<file path="src/rtl/lsf_input_sequencer.sv">
// Frames hit-extraction output into LSF windows: one ROI word, up to MAX_HITS hits, then an EOF pulse
// carrying the forwarded-hit count. Enforces the hit cap, a collect timeout and a post-EOF holdoff.
module lsf_input_sequencer #(
  parameter int SLC_W       = 32,
  parameter int HIT_W       = 40,
  parameter int MAX_HITS    = 32,
  parameter int WIN_TIMEOUT = 256,
  parameter int HOLDOFF     = 8
) (
  input  logic             clock,
  input  logic             reset,
  input  logic [SLC_W-1:0] i_slc,
  input  logic             i_slc_valid,
  input  logic [HIT_W-1:0] i_hit,
  input  logic             i_hit_valid,
  input  logic             i_window_done,
  output logic [SLC_W-1:0] o_roi,
  output logic             o_roi_we,
  output logic [HIT_W-1:0] o_mdt_hit,
  output logic             o_mdt_hit_we,
  output logic             o_eof,
  output logic [9:0]       o_histogram_accumulation_count,
  output logic             o_busy,
  output logic             o_slc_drop,
  output logic [15:0]      o_hit_drop_cnt
);
  localparam int TMO_W = $clog2(WIN_TIMEOUT);
  localparam int HLD_W = $clog2(HOLDOFF + 1);
  localparam logic [TMO_W-1:0] TMO_LAST = TMO_W'(WIN_TIMEOUT - 1);
  localparam logic [HLD_W-1:0] HLD_LAST = HLD_W'(HOLDOFF);
  localparam logic [9:0]       HIT_CAP  = 10'(MAX_HITS);

  typedef enum logic [1:0] {S_IDLE, S_COLLECT, S_EOF, S_HOLD} state_t;

  state_t           state_q, state_d;
  logic [9:0]       hit_cnt_q, hit_cnt_d;
  logic [TMO_W-1:0] tmo_q, tmo_d;
  logic [HLD_W-1:0] hold_q, hold_d;
  logic [SLC_W-1:0] roi_q, roi_d;
  logic             roi_we_q, roi_we_d;
  logic [HIT_W-1:0] hit_q, hit_d;
  logic             hit_we_q, hit_we_d;
  logic             eof_q, eof_d;
  logic [9:0]       acc_q, acc_d;
  logic             slc_drop_q, slc_drop_d;
  logic [15:0]      drop_cnt_q, drop_cnt_d;
  logic             hit_drop;

  always_ff @(posedge clock) begin
    if (reset) begin
      state_q    <= S_IDLE;
      hit_cnt_q  <= '0;
      tmo_q      <= '0;
      hold_q     <= '0;
      roi_q      <= '0;
      roi_we_q   <= 1'b0;
      hit_q      <= '0;
      hit_we_q   <= 1'b0;
      eof_q      <= 1'b0;
      acc_q      <= '0;
      slc_drop_q <= 1'b0;
      drop_cnt_q <= '0;
    end else begin
      state_q    <= state_d;
      hit_cnt_q  <= hit_cnt_d;
      tmo_q      <= tmo_d;
      hold_q     <= hold_d;
      roi_q      <= roi_d;
      roi_we_q   <= roi_we_d;
      hit_q      <= hit_d;
      hit_we_q   <= hit_we_d;
      eof_q      <= eof_d;
      acc_q      <= acc_d;
      slc_drop_q <= slc_drop_d;
      drop_cnt_q <= drop_cnt_d;
    end
  end

  always_comb begin
    state_d    = state_q;
    hit_cnt_d  = hit_cnt_q;
    tmo_d      = tmo_q;
    hold_d     = hold_q;
    roi_d      = roi_q;
    roi_we_d   = 1'b0;
    hit_d      = hit_q;
    hit_we_d   = 1'b0;
    eof_d      = 1'b0;
    acc_d      = acc_q;
    slc_drop_d = 1'b0;
    hit_drop   = 1'b0;
    case (state_q)
      S_IDLE: begin
        // a hit arriving alongside the SLC precedes the window, so it is dropped
        hit_drop = i_hit_valid;
        if (i_slc_valid) begin
          roi_d     = i_slc;
          roi_we_d  = 1'b1;
          hit_cnt_d = '0;
          tmo_d     = '0;
          state_d   = S_COLLECT;
        end
      end
      S_COLLECT: begin
        slc_drop_d = i_slc_valid;
        tmo_d      = tmo_q + TMO_W'(1);
        if (i_hit_valid) begin
          if (hit_cnt_q < HIT_CAP) begin
            hit_d     = i_hit;
            hit_we_d  = 1'b1;
            hit_cnt_d = hit_cnt_q + 10'd1;
          end else begin
            hit_drop = 1'b1;
          end
        end
        if (i_window_done || tmo_q == TMO_LAST) state_d = S_EOF;
      end
      S_EOF: begin
        slc_drop_d = i_slc_valid;
        hit_drop   = i_hit_valid;
        eof_d      = 1'b1;
        acc_d      = hit_cnt_q;
        hold_d     = '0;
        state_d    = S_HOLD;
      end
      default: begin
        slc_drop_d = i_slc_valid;
        hit_drop   = i_hit_valid;
        if (hold_q == HLD_LAST) state_d = S_IDLE;
        else                    hold_d  = hold_q + HLD_W'(1);
      end
    endcase
    drop_cnt_d = drop_cnt_q;
    if (hit_drop && drop_cnt_q != 16'hFFFF) drop_cnt_d = drop_cnt_q + 16'd1;
  end

  assign o_roi                          = roi_q;
  assign o_roi_we                       = roi_we_q;
  assign o_mdt_hit                      = hit_q;
  assign o_mdt_hit_we                   = hit_we_q;
  assign o_eof                          = eof_q;
  assign o_histogram_accumulation_count = acc_q;
  assign o_busy                         = (state_q != S_IDLE);
  assign o_slc_drop                     = slc_drop_q;
  assign o_hit_drop_cnt                 = drop_cnt_q;
endmodule

</file>
<file path="config.mk">
export PLATFORM = sky130hd
export DESIGN_NAME = lsf_input_sequencer
export DESIGN_NICKNAME = d
export VERILOG_FILES = /design/src/rtl/lsf_input_sequencer.sv
export SDC_FILE = /design/constraint.sdc
export NUM_CORES = 1
export LEC_CHECK = 0
export ABC_AREA = 1
export BUFFER_PORTS_ARGS = -buffer_cell sky130_fd_sc_hd__buf_2
export CORE_ASPECT_RATIO = 1.1
export CORE_MARGIN = 8
export CORE_UTILIZATION = 45
export DETAILED_ROUTE_END_ITERATION = 10
export PLACE_DENSITY_LB_ADDON = 0.15
export SLEW_MARGIN = 20
export SYNTH_ARGS = -nofsm -noshare
export SYNTH_HDL_FRONTEND = slang
export SYNTH_SLANG_ARGS = --single-unit
</file>
<file path="constraint.sdc">
create_clock -name clock -period 1.5 [get_ports clock]
set_input_delay 0.15 -clock clock [delete_from_list [all_inputs] [get_ports clock]]
set_output_delay 0.15 -clock clock [all_outputs]
set_load 0.03 [all_outputs]
</file>
After elaboration in Yosys (flattened, before gate mapping)

Cells that the tools add are included.

Muxes and demuxes: 18
Order comparisons: 1
$add $sub $neg: 4
Reductions and logical operators: 16
Equal/unequal tests: 10
Bitwise logic cells: 4

Operators by type and width:

| cell                                                                           | count |
|---|---|
| 10-bit two-way mux                                                             | 3 |
| 10-bit case mux with 2 select lines                                            | 1 |
| 16-bit by 1-bit adder with 16-bit output (second input constant)               | 1 |
| 16-bit inequality test (second input constant)                                 | 1 |
| 8-bit case mux with 2 select lines                                             | 1 |
| 10-bit by 1-bit adder with 10-bit output (second input constant)               | 1 |
| 10-bit by 6-bit less-than comparator with 1-bit output (second input constant) | 1 |
| 8-bit by 1-bit adder with 8-bit output (second input constant)                 | 1 |
| 8-bit == test (second input constant)                                          | 1 |
| 8-bit two-way mux                                                              | 1 |
| 2-bit inequality test (second input constant)                                  | 4 |
| 4-bit case mux with 2 select lines                                             | 1 |
| 1-bit two-way mux                                                              | 6 |
| 2-bit two-way mux                                                              | 3 |
| 2-bit case mux with 3 select lines                                             | 1 |
| 2-bit AND reduction                                                            | 3 |
| 3-bit AND reduction                                                            | 2 |
| 2-bit OR reduction                                                             | 3 |
| 4-bit by 1-bit adder with 4-bit output (second input constant)                 | 1 |
| 4-bit == test (second input constant)                                          | 1 |
| 4-bit two-way mux                                                              | 1 |
| 1-bit inverter                                                                 | 4 |
| 4-bit AND reduction                                                            | 1 |
| 2-bit nonzero test                                                             | 2 |
| other kinds (8)                                                                | 8 |

Register bits after elaboration: 126
Input port bits: 77
Output and inout bits: 103
Word-level logic and storage cells: 65

Logic depth before layout (Yosys ltp)

Depth after elaboration: 5
Mapped depth: 12

Least setup slack after synthesis

OpenSTA, ideal clock, no wires.

Path type: register -> register
Start: register drop_cnt_q[0] (netlist: o_hit_drop_cnt[0])
End: register drop_cnt_q[15] (netlist: o_hit_drop_cnt[15])
Setup time: 0.135 ns
Data arrival time: 1.656 ns
Required time: 1.365 ns
Cell stages (with the launch flop): 10
Slack: -0.291 ns
Clock period less this slack: 1.791 ns
Cells stage by stage: dfxtp_1 ha_1 inv_1 nor2_4 nand2_2 nor2_4 nor2_2 buf_2 nand2_1 a21oi_1

Cells in the longest elaborated chain, start to end: 2

Ends and longest elaborated chain:

| what                                                                                             | RTL line | text |
|---|---|---|
| start, declared                                                                                  | 46       | `logic [15:0] drop_cnt_q, drop_cnt_d;` |
| start signal, assigned                                                                           | 75       | `drop_cnt_q <= drop_cnt_d;` |
| parallel branches: the longest is 2 deep, another holds 16-bit by 1-bit adder with 16-bit output | n/a      |  |

Parallel ways; which one is timed is not known.
A chain may end at the register's enable or synchronous reset.

Worst setup path in the final report

Start: register drop_cnt_q[4] (netlist: o_hit_drop_cnt[4])
End: register drop_cnt_q[2] (netlist: o_hit_drop_cnt[2])

Cells in the longest elaborated chain, start to end: 2

Ends and longest elaborated chain:

| what                   | RTL line | text |
|---|---|---|
| 16-bit inequality test | 134      | `if (hit_drop && drop_cnt_q != 16'hFFFF) drop_cnt_d = drop_cnt_q + 16'd1;` |
| 1-bit logical AND      | 134      |  |

No other way between the ends.

==> impl_metrics.tcl <==
set metrics [dict create \
    cp_top_family "simple AND/OR/NAND/NOR gates" \
    grt_pass1_vias 4925 \
    grt_first_pass_wirelength_um 23130 \
    syn_to_final_growth_pct 47.65 \
    slew_viol_final 0 \
    clk_pin_slew_ns 0.06 \
    seq_area_um2 2551 \
    setup_viol 0 \
    critPathMaxFanout 7 \
    max_slew_margin 0.7436 \
    clk_path_buf_depth 2 \
    cp.arrival_ns 1.79 \
    totalWireLength_um 14920 \
    vias 5197 \
    synthCells 678 \
    cts_buffers 17 \
    leakage_nw 3.360 \
    crit_type "reg -> reg" \
    grt_antenna_before_repair 0 \
    diodes 0 \
    multi_input_comb_area_um2 2355 \
    status "finished clean" \
    drc 0 \
    final_common_cell "buf_2" \
    critical_path_required_ns 1.80 \
    final_nets 989 \
    wl_per_cell_um 14.02 \
    final_cell_mix "178 x buf_2, 113 x dfxtp_1, 110 x nor2_1, 84 x o21ai_0, 78 x nand2_1" \
    port_buffers 179 \
    grtUsageTotal 0.1938 \
    n_fill_cell 912 \
    htree_levels 4 \
    drtPass1Iterations 6 \
    cts_root_buf "clkbuf_16" \
    grt_max_degree 51 \
    cpMaxStageDelayCell "dfxtp_2" \
    power.density_nw_per_um2 1831 \
    die_y_um 127.4 \
    ant_nets 0 \
    syn_area_um2 5076 \
    clk_latency_ns 0.41 \
    yosysWarnings 0 \
    crit_path_end_kind "flip-flop" \
    yosys_register_bits 126 \
    grt_setup_unrepaired "yes" \
    path_cells "nand2_1, nor2_2, nand2_2, nor2_4, nor2_4, clkbuf_16, a21oi_4, nor2_1" \
    drv_cap 0 \
    ys_seq_area_frac 0.4969 \
    io_pins 180 \
    initial_utilization 0.4631 \
    vdd_ir_drop_max_v 0.0008108 \
    viasPerCell 4.884 \
    drive_gt1_frac 0.3621 \
    timing.final.crit_share 0.9941 \
    finClkSkew_ns 0.006516 \
    synth_fp_nets 763 \
    clock_sinks 126 \
    final_core_util 0.6838 \
    die_w_um 117.3 \
    cts_tree "built" \
    timing.critical_path.mode_cell "nor2_4" \
    worst_slew_pin_slew_ns 0.3846 \
    cp-start-kind "flip-flop" \
    hpwl_um 10560 \
    dieArea_um2 14940 \
    path_buf_inv 1 \
    hold_path.class "in -> reg" \
    overflow 0 \
    rows 40 \
    ys_types 29 \
    gp_congestion 0.8596 \
    cpPeakStageDelay_ns 0.38 \
    avgSynthCellArea_um2 7.487 \
    fp.coreArea_um2 10960 \
    hold_viol_final 0 \
    min_period_ns 1.491 \
    fmax_ghz 0.6706 \
    drt_iter0_markers 323 \
    fin_total_pwr_w 0.01372 \
]
[metal layers]
metal / up-vias / track usage / wire (um)
met3: 36 / 0.03959 / 661
met4: 0 / 0.09201 / 440
li1: 2638 / - / -
met1: 2392 / 0.2044 / 5810
met5: - / 0 / 0
met2: 131 / 0.3546 / 8007
[final timing paths]
path,startpoint,to,slack (ns),cells after the start
min reg2reg,o_mdt_hit[38],o_mdt_hit[38],0.44,2
max,o_hit_drop_cnt[4],o_hit_drop_cnt[2],0.009,8
max reg2reg,o_hit_drop_cnt[4],o_hit_drop_cnt[2],0.009,8
min,i_slc[5],o_roi[5],0.01,3
[what timing repair did]
| action | 4_1_cts | 5_1_grt |
|---|---|---|
| resized for setup | 12 | 66 |
| setup endpoints to repair | 27 | 65 |
| hold buffers | 18 | 0 |
| setup buffers | 1 | 4 |
| pin swaps | 4 | 14 |
| endpoints found under the hold margin | 18 | 0 |
| cloned | 0 | 1 |
[kinds of logic after synthesis]
kind of cell    Yosys count  synth area share
flops                   126            0.4969
fa+ha+maj                 8           0.01972
simple gates            258            0.2167
compound gates          172            0.1728
buf+inv                 109           0.08529
xor+xnor                  5          0.008629
[synth_stat cells]
cell      instances  area share
dfxtp_1         126        0.50
nor2_1          118       0.087
o21ai_0          92       0.091
nand2_1          87       0.064
a21oi_1          73       0.072
inv_1            73       0.054
nand3_1          25       0.025
clkbuf_1         22       0.016
ha_1              8       0.020
nand4_1           8      0.0099
nor3_1            5      0.0049
buf_2             4      0.0039
inv_2             3      0.0022
nand2_2           3      0.0037
nand3_2           3      0.0059
nor2_2            3      0.0037
nor3b_1           3      0.0044
xnor2_1           3      0.0052
a211oi_1          2      0.0030
a21oi_2           2      0.0035
buf_1             2      0.0015
buf_6             2      0.0044
clkinv_1          2      0.0015
nor2_4            2      0.0044
o21ai_1           2      0.0020
xor2_1            2      0.0035
buf_4             1      0.0015
nand3_4           1      0.0035
o21ai_2           1      0.0017
[sequential cells by signal, indices dropped and copies added, names as in the netlist]
name and count:
o_mdt_hit 40, o_histogram_accumulation_count 10, o_hit_drop_cnt 16, hold_q 4, hit_cnt_q 10, o_eof 1
o_roi 32, o_mdt_hit_we 1, o_roi_we 1, o_slc_drop 1, tmo_q 8, state_q 2
[metrics by stage]
step	cell area (um^2)	setup TNS (ns)	std cells	hold WS, ns	setup WS (ns)
finish	7495	0	1064	0.01400	0.008841
global placement	6369	-0.04469	1008	0.3992	-0.04469
detailed placement	6369	-0.6043	1008	0.4081	-0.1163
floorplan	5116	0	678	0.2830	0.003664
global route	7495	-0.6436	1064	0.02366	-0.08106
CTS	7246	-0.02366	1059	0.001160	-0.02366
[power breakdown]
part / switching (W) / internal (W)
Sequential: 0.000340 / 0.00399
Clock: 0.00152 / 0.00288
Combinational: 0.00330 / 0.00170
[worst register-to-register path: stages (launching register included)]
cell and delay, ns:
dfxtp_2 0.38, nand2_1 0.12, nor2_2 0.17, nand2_2 0.11, nor2_4 0.16, nor2_4 0.09, clkbuf_16 0.18, a21oi_4 0.14
nor2_1 0.04
[final cells by class]
class                      instances  share of cell area
timing repair buffer             238              0.1960
sequential                       126              0.3404
tap                              147             0.02454
multi-input combinational        443              0.3142
inverter                          78             0.03940
clock buffer                      20             0.06093
clock inverter                    12             0.02454
No activity file was read; power rests on OpenSTA's default activity.
